**config.mk**
```make
export PLATFORM = sky130hd
export DESIGN_NAME = spi_reg_master
export DESIGN_NICKNAME = d
export VERILOG_FILES = /design/src/rtl/spi_reg_master.sv
export SDC_FILE = /design/constraint.sdc
export NUM_CORES = 1
export LEC_CHECK = 0
export CAP_MARGIN = 20
export CORE_UTILIZATION = 50
export CTS_BUF_LIST = sky130_fd_sc_hd__clkbuf_16
export CTS_CLUSTER_DIAMETER = 150
export CTS_CLUSTER_SIZE = 10
export DETAILED_ROUTE_END_ITERATION = 8
export PLACE_DENSITY_LB_ADDON = 0.1
export SLEW_MARGIN = 20
export SYNTH_ARGS = -nofsm -noshare
export SYNTH_HDL_FRONTEND = slang
export SYNTH_SLANG_ARGS = --single-unit
```
**constraint.sdc**
```tcl
create_clock -name CLOCK -period 4.21 [get_ports CLOCK]
set_input_delay 0.842 -clock CLOCK [delete_from_list [all_inputs] [get_ports CLOCK]]
set_output_delay 0.842 -clock CLOCK [all_outputs]
set_load 0.005 [all_outputs]
```
**src/rtl/spi_reg_master.sv**
```systemverilog
// -----------------------------------------------------------------------------
// spi_reg_master
// Single-channel-at-a-time SPI register master (mode 0: SCLK idles low, MISO is
// sampled on the SCLK rise, MOSI changes on the SCLK fall).
//
// Frame layout (N = 1 + A + D bits): R/W bit (1 = write), address, data.
// For reads the data bits on MOSI are zero. The D bits received during the
// data field are presented on DATAO in the DONE cycle.
//
// Build option:
//   SPI_REG_MASTER_LSB_FIRST_EN  defined   -> address and data fields (MOSI and
//                                             MISO) are shifted LSB first
//                                undefined -> MSB first (default)
//   The R/W bit is always the first bit of the frame.
//
// Parameters:
//   D    data bits per frame
//   A    address bits per frame
//   DIV  CLOCK cycles per SCLK half-period (>= 1)
//   NSS  slave-select channels (1..8)
//
// Ports:
//   CLOCK  in   system clock
//   RESET  in   asynchronous active-high reset
//   DATAI  in   [D]  write data
//   ADDR   in   [A]  register address
//   SEL    in   [SW] slave channel, SW = max(1, clog2(NSS))
//   WR     in   write strobe (wins over RD)
//   RD     in   read strobe
//   DATAO  out  [D]  last read data
//   BUSY   out  transfer active
//   DONE   out  one-cycle completion pulse
//   SS     out  [NSS] active-low slave selects
//   SCLK   out  serial clock
//   MOSI   out  serial data out
//   MISO   in   serial data in
// -----------------------------------------------------------------------------
module spi_reg_master #(
  parameter int D   = 8,
  parameter int A   = 8,
  parameter int DIV = 2,
  parameter int NSS = 1
) (
  input  logic                                      CLOCK,
  input  logic                                      RESET,
  input  logic [D-1:0]                              DATAI,
  input  logic [A-1:0]                              ADDR,
  input  logic [((NSS > 1) ? $clog2(NSS) : 1)-1:0]  SEL,
  input  logic                                      WR,
  input  logic                                      RD,
  output logic [D-1:0]                              DATAO,
  output logic                                      BUSY,
  output logic                                      DONE,
  output logic [NSS-1:0]                            SS,
  output logic                                      SCLK,
  output logic                                      MOSI,
  input  logic                                      MISO
);

  localparam int SW = (NSS > 1) ? $clog2(NSS) : 1;
  localparam int N  = 1 + A + D;
  // Divider counts 0..DIV-1 inside each phase; bit counter counts 0..N-1.
  localparam int DW = (DIV > 1) ? $clog2(DIV) : 1;
  localparam int NW = $clog2(N);

  typedef enum logic [1:0] {
    S_IDLE  = 2'd0,
    S_SETUP = 2'd1,
    S_SHIFT = 2'd2,
    S_HOLD  = 2'd3
  } state_t;

  state_t          state_q;
  logic [DW-1:0]   div_q;
  logic [NW-1:0]   bit_q;
  logic [N-1:0]    tx_q;
  logic [D-1:0]    rx_q;
  logic            rd_q;
  logic [NSS-1:0]  ss_q;
  logic            sclk_q;
  logic            mosi_q;
  logic            busy_q;
  logic            done_q;
  logic [D-1:0]    datao_q;

  logic [N-1:0]    frame_d;
  logic [D-1:0]    rx_d;
  logic            div_last_d;
  logic            bit_last_d;

  // Put an address field into transmit order (first bit sent ends up at the MSB).
  function automatic logic [A-1:0] order_addr(input logic [A-1:0] v);
    logic [A-1:0] r;
`ifdef SPI_REG_MASTER_LSB_FIRST_EN
    for (int i = 0; i < A; i++) begin
      r[i] = v[A-1-i];
    end
`else
    r = v;
`endif
    return r;
  endfunction

  // Put a data field into transmit order (first bit sent ends up at the MSB).
  function automatic logic [D-1:0] order_data(input logic [D-1:0] v);
    logic [D-1:0] r;
`ifdef SPI_REG_MASTER_LSB_FIRST_EN
    for (int i = 0; i < D; i++) begin
      r[i] = v[D-1-i];
    end
`else
    r = v;
`endif
    return r;
  endfunction

  // One-cold decode of the channel select; an out-of-range SEL selects nobody.
  function automatic logic [NSS-1:0] ss_decode(input logic [SW-1:0] sel);
    logic [NSS-1:0] r;
    r = {NSS{1'b1}};
    for (int i = 0; i < NSS; i++) begin
      if (sel == SW'(i)) begin
        r[i] = 1'b0;
      end
    end
    return r;
  endfunction

  // Frame to load on acceptance; WR has priority, reads send zero data bits.
  always_comb begin
    if (WR) begin
      frame_d = {1'b1, order_addr(ADDR), order_data(DATAI)};
    end else begin
      frame_d = {1'b0, order_addr(ADDR), {D{1'b0}}};
    end
  end

  // Receive shifter: after N samples only the D data-field bits remain.
  always_comb begin
`ifdef SPI_REG_MASTER_LSB_FIRST_EN
    rx_d        = rx_q >> 1;
    rx_d[D-1]   = MISO;
`else
    rx_d        = rx_q << 1;
    rx_d[0]     = MISO;
`endif
  end

  // Phase-end and last-bit flags.
  always_comb begin
    div_last_d = (div_q == DW'(DIV - 1));
    bit_last_d = (bit_q == NW'(N - 1));
  end

  // Transfer FSM with all serial and handshake outputs registered.
  always_ff @(posedge CLOCK or posedge RESET) begin
    if (RESET) begin
      state_q <= S_IDLE;
      div_q   <= {DW{1'b0}};
      bit_q   <= {NW{1'b0}};
      tx_q    <= {N{1'b0}};
      rx_q    <= {D{1'b0}};
      rd_q    <= 1'b0;
      ss_q    <= {NSS{1'b1}};
      sclk_q  <= 1'b0;
      mosi_q  <= 1'b0;
      busy_q  <= 1'b0;
      done_q  <= 1'b0;
      datao_q <= {D{1'b0}};
    end else begin
      done_q <= 1'b0;
      case (state_q)
        S_IDLE: begin
          if (WR | RD) begin
            state_q <= S_SETUP;
            busy_q  <= 1'b1;
            ss_q    <= ss_decode(SEL);
            sclk_q  <= 1'b0;
            mosi_q  <= frame_d[N-1];
            tx_q    <= frame_d << 1;
            rd_q    <= ~WR;
            div_q   <= {DW{1'b0}};
            bit_q   <= {NW{1'b0}};
          end
        end
        S_SETUP: begin
          if (div_last_d) begin
            // First rising edge: the slave has had the whole setup to drive MISO.
            div_q   <= {DW{1'b0}};
            state_q <= S_SHIFT;
            sclk_q  <= 1'b1;
            rx_q    <= rx_d;
          end else begin
            div_q <= div_q + DW'(1);
          end
        end
        S_SHIFT: begin
          if (div_last_d) begin
            div_q <= {DW{1'b0}};
            if (sclk_q) begin
              // Falling edge: present the next bit unless the frame is complete.
              sclk_q <= 1'b0;
              if (!bit_last_d) begin
                mosi_q <= tx_q[N-1];
                tx_q   <= tx_q << 1;
              end
            end else if (bit_last_d) begin
              state_q <= S_HOLD;
            end else begin
              bit_q  <= bit_q + NW'(1);
              sclk_q <= 1'b1;
              rx_q   <= rx_d;
            end
          end else begin
            div_q <= div_q + DW'(1);
          end
        end
        S_HOLD: begin
          if (div_last_d) begin
            div_q   <= {DW{1'b0}};
            bit_q   <= {NW{1'b0}};
            state_q <= S_IDLE;
            busy_q  <= 1'b0;
            done_q  <= 1'b1;
            ss_q    <= {NSS{1'b1}};
            mosi_q  <= 1'b0;
            if (rd_q) begin
              datao_q <= rx_q;
            end
          end else begin
            div_q <= div_q + DW'(1);
          end
        end
        default: begin
          state_q <= S_IDLE;
          div_q   <= {DW{1'b0}};
          bit_q   <= {NW{1'b0}};
          ss_q    <= {NSS{1'b1}};
          sclk_q  <= 1'b0;
          mosi_q  <= 1'b0;
          busy_q  <= 1'b0;
        end
      endcase
    end
  end

  assign DATAO = datao_q;
  assign BUSY  = busy_q;
  assign DONE  = done_q;
  assign SS    = ss_q;
  assign SCLK  = sclk_q;
  assign MOSI  = mosi_q;

endmodule

```
* Yosys cells after proc, flatten, opt, wreduce, memory -nomap -nowiden
Cells that the tools add are included. Widths: inputs -> output; s select.
Storage, ports and cells: memories kept 0, memory bits (writable) 0, output and inout port bits 13, flip-flop bits (word level) 47, word-level logic and storage cells 89, bits in read-only memories 0, bits in latches 0
Cells by class: multiply operators 0, bitwise gates (word level) 2, add/sub/neg operators 2, shift-type cells 0, mux-type cells 45, $lt $le $gt $ge 0, reductions and logical operators 16, divide/modulo/power cells 0, equality and inequality tests 12
Operators with widths (count):
- $mux 17 | 5
- $pmux 17 s2 | 1
- $mux 8 | 4
- $mux 5 | 5
- $reduce_and 6->1 | 3
- $mux 1 | 16
- $ne 2x2->1 const B | 8
- $pmux 8 s2 | 1
- $pmux 5 s3 | 1
- $mux 2 | 6
- $reduce_and 5->1 | 2
- $pmux 2 s4 | 1
- $pmux 1 s2 | 3
- $pmux 1 s3 | 2
- $reduce_and 3->1 | 2
- $reduce_bool 2->1 | 3
- $reduce_bool 3->1 | 2
- $add 5x1->5 const B | 1
- $eq 5x5->1 const B | 1
- $eq 2x2->1 const B | 2
- $reduce_and 4->1 | 1
- $reduce_or 3->1 | 1
- $eq 2x1->1 const B | 1
- $logic_not 2->1 | 1
- 4 further kinds | 4

* Logic depth before layout (Yosys ltp)
word-level depth 5, mapped depth 9, mapped depth without buffers 6

* Worst setup path after synthesis
No wires, ideal clock.
kind in2reg, start point input port WR, end point register bit_q[0], buffers on the path 0, setup time 0.125 ns, data arrival time 1.893 ns, data required time 4.085 ns, cell stages on the path 4, setup slack 2.193 ns, cells stage by stage or3b_2 > nand4_1 > nor3_1 > mux2_2
Between the ends: longest elaborated chain between the ends 3
RTL lines:
- from (decl) | line 49 | input logic WR,
- $or 1x1->1 | line 174 | if (WR | RD) begin
- $ne 2x2->1 (no line)
- $reduce_and 6->1 (no line)
- to (signal assigned) | line 160 | bit_q <= {NW{1'b0}};
- to (signal assigned) | line 183 | bit_q <= {NW{1'b0}};
- to (signal assigned) | line 210 | bit_q <= bit_q + NW'(1);
- to (decl) | line 75 | logic [NW-1:0] bit_q;
No other way between the ends. A chain may end at the register's enable or synchronous reset.

* Final worst setup path
Same ends and word-level chain as after synthesis.

==> results.toml <==
[status]
outcome = "finished, final reports clean"

[worst_setup_path]
cp-end-kind = "flip-flop"
reg2regPathDepth = 6
cp_data_required_time_ns = 4.38
arrival_ns = 2.78
startpoint_type = "primary input"
worstPathMaxFanout = 14
worstSetupPathType = "primary input to flip-flop"

[die]
die-area_sq_um = 4770
num_io_pins = 35
die_x_um = 69.1
die_y_um = 69.1
coreArea_sq_um = 4320
initial_core_util = 0.520
num_rows = 24

[layout]
fin_util = 0.638
stdcell_area_sq_um = 2760
nFillCells = 348
area_growth_pct = 22.6
fin_nets = 259
diodes = 0
drive_gt1_frac = 0.229

[drt]
ant_nets = 0
drtIter0Drc = 94
post-route-drc-count = 0
first_pass_iters = 4
wl_per_cell_um = 15.3
vias = 1599
viasPerCell = 5.65
wl_um = 4330

[synthesis]
synth_area_sq_um = 2250
synth-xor-area-share = 0
synth-async-reset-ratio = 1.00
synth_edf_count = 0
yosysSeqAreaShare = 0.512
synthesis.nets = 226
synth-adder-area-share = 0.0389
synth_mux_area_frac = 0.0901
avgSynthCellArea_sq_um = 11.4
ys.flop_type = "dfrtp_1"
ys_seq_elements = 46
yosysWarnings = 0
synth_top_family_by_area = "compound AO/OA/AOI/OAI gates"
ys_types = 43
synth_compound_area_frac = 0.182
synth_top_area_share = 0.501
synth_area_leaders = "dfrtp_1 50%, mux2_2 9.0%, ha_1 3.9%"
synthSimpleGateAreaFrac = 0.115
yosys.area.top_type = "dfrtp_1"
synthCells = 197

[clock_network]
cts_setup_buffers = 0
cts-hold-fix-buffers = 0
tritoncts = "yes"
clockBufferDepth = 2
htree_levels = 2
cts_root_buf = "clkbuf_16"
clock_latency_ns = 0.28
clk_pin_slew_ns = 0.06
cts_resized = 0
clock_sinks = 46
cts_buffers = 5

[global_route]
grt_pass1_vias = 1628
grt_overflow = 0
antenna_found_initial = 0
grt_usage = 0.197
grt_pass1_wl_um = 7470
grt_max_degree = 31

[timing]
hold_viol = 0
tightest_slew_ns = 0.607
period_share = 0.619
skew_ns = 0.00244
fmax_mhz = 384
relSlewSlack = 0.593
rsz0062_at_grt = "no"
fin_crit_ns = 2.61
slew_violations = 0
finalSetupViolCount = 0
tns_ns = 0

[power]
sw_frac_of_total = 0.335
p_leak_nw = 1.21
p_comb_frac = 0.415
internal_power_mw = 1.40
ir_drop_mv = 0.396
seqPwrFrac = 0.374
power_frac_clock = 0.210
power_density_nw_per_um2 = 763
netSwitchingPower_mw = 0.705

[placement]
gp_congestion = 0.815
post-dp-hpwl_um = 3090
portBuffers = 34
post_dp_cell_area_sq_um = 2590

[min_path]
min_path_cells = 1
hold_path.class = "flip-flop to flip-flop"

[job]
maxCapViolations = 0
==> layout make-up <==
class | count | area [sq um] | share of cell area
well taps | 52 | 65.1 | 0.0236
inverters | 17 | 63.8 | 0.0231
repair buffers | 35 | 348 | 0.126
flip-flops and latches | 46 | 1150 | 0.418
clock inverters | 3 | 45.0 | 0.0163
clock buffers | 5 | 125 | 0.0454
multi-input cells | 125 | 960 | 0.348
==> per-layer routing <==
metal  vias to the layer above  part of all wire  global-route usage
li1                        770                 -                   -
met1                       780              0.46               0.253
met2                        45              0.47               0.305
met3                         4             0.067              0.0760
met4                         0            0.0081              0.0635
met5                         -                 0                   0
==> power groups by stage <==
stage               combinational, mW  sequential (mW)  clock (mW)
floorplan                       0.663            0.755           0
global placement                0.838            0.779           0
detailed placement              0.874            0.794           0
CTS                             0.880            0.788       0.454
global route                    0.962            0.817       0.474
finish                          0.875            0.788       0.443
==> final timing paths <==
| check | from | slack [ns] | end |
|---|---|---|---|
| max | WR | 1.60 | bit_q[0]$_DFFE_PP0P_ |
| min | bit_q[4]$_DFFE_PP0P_ | 0.48 | bit_q[4]$_DFFE_PP0P_ |
| max reg2reg | state_q[0]$_DFFE_PP0P_ | 1.78 | tx_q[7]$_DFFE_PP0P_ |
| min reg2reg | bit_q[4]$_DFFE_PP0P_ | 0.48 | bit_q[4]$_DFFE_PP0P_ |
| max in group asynchronous | RESET | 2.58 | SS$_DFFE_PP1P_ |
| min in group asynchronous | RESET | 0.86 | tx_q[13]$_DFFE_PP0P_ |
==> worst max-delay path, cell delays in order <==
cell	delay, ns
clkdlybuf4s50_1	0.66
or3b_2	0.63
nand4_1	0.23
nor3_1	0.14
mux2_2	0.28
==> through the flow <==
| stage | setup slack [ns] | cells | hold slack, ns | total power [mW] |
|---|---|---|---|---|
| 5_1_grt | 1.50 | 283 | 0.513 | 2.25 |
| 2_1_floorplan | 2.19 | 197 | 0.449 | 1.42 |
| 3_3_place_gp | 1.38 | 275 | 0.473 | 1.62 |
| 4_1_cts | 1.63 | 283 | 0.489 | 2.12 |
| 6_report | 1.60 | 283 | 0.485 | 2.11 |
| 3_5_place_dp | 1.33 | 275 | 0.481 | 1.67 |
==> layout by cell type (no fill, tap or decap), types with 2 or more instances in the layout <==
master            n
o21ai_0           5
o22ai_1           8
clkbuf_16         5
a21oi_1           3
o221a_2           7
o21bai_1          2
dfrtp_1          45
o21a_1            2
o2111ai_1         2
nand2_1          20
a21o_1            2
and2_1            2
nor3_1            5
a32o_1            2
a22o_1            2
clkdlybuf4s50_1  34
nor2_1            8
nand3_1           4
inv_1            16
a21oi_2           8
ha_1              7
clkinvlp_4        2
mux2_2           18
==> cell families (layout without fill, tap and decap cells) <==
logic type | after synthesis | count (layout)
mux | 18 | 18
simple gates | 49 | 49
flops | 46 | 46
compound gates | 51 | 51
fa+ha+maj | 7 | 7
buf+inv | 26 | 60
==> flip-flops by register name, summed over array words and instances, names as in the netlist <==
name        count
BUSY            1
DATAO           8
DONE            1
MOSI            1
SCLK            1
SS              1
bit_q           5
div_last_d      1
rd_q            1
rx_q            8
state_q         2
tx_q           16
==> synthesized netlist by cell type (2+ instances only) <==
cell and number:
a21o_1 2, a21oi_1 3, a21oi_2 8, a22o_1 2, a32o_1 2, and2_1 2, buf_6 4, clkbuf_1 3
dfrtp_1 45, ha_1 7, inv_1 17, mux2_2 18, nand2_1 20, nand3_1 4, nor2_1 8, nor3_1 5
o2111ai_1 2, o21a_1 2, o21ai_0 5, o21bai_1 2, o221a_2 7, o22ai_1 8
(Power assumes the default switching activity.)
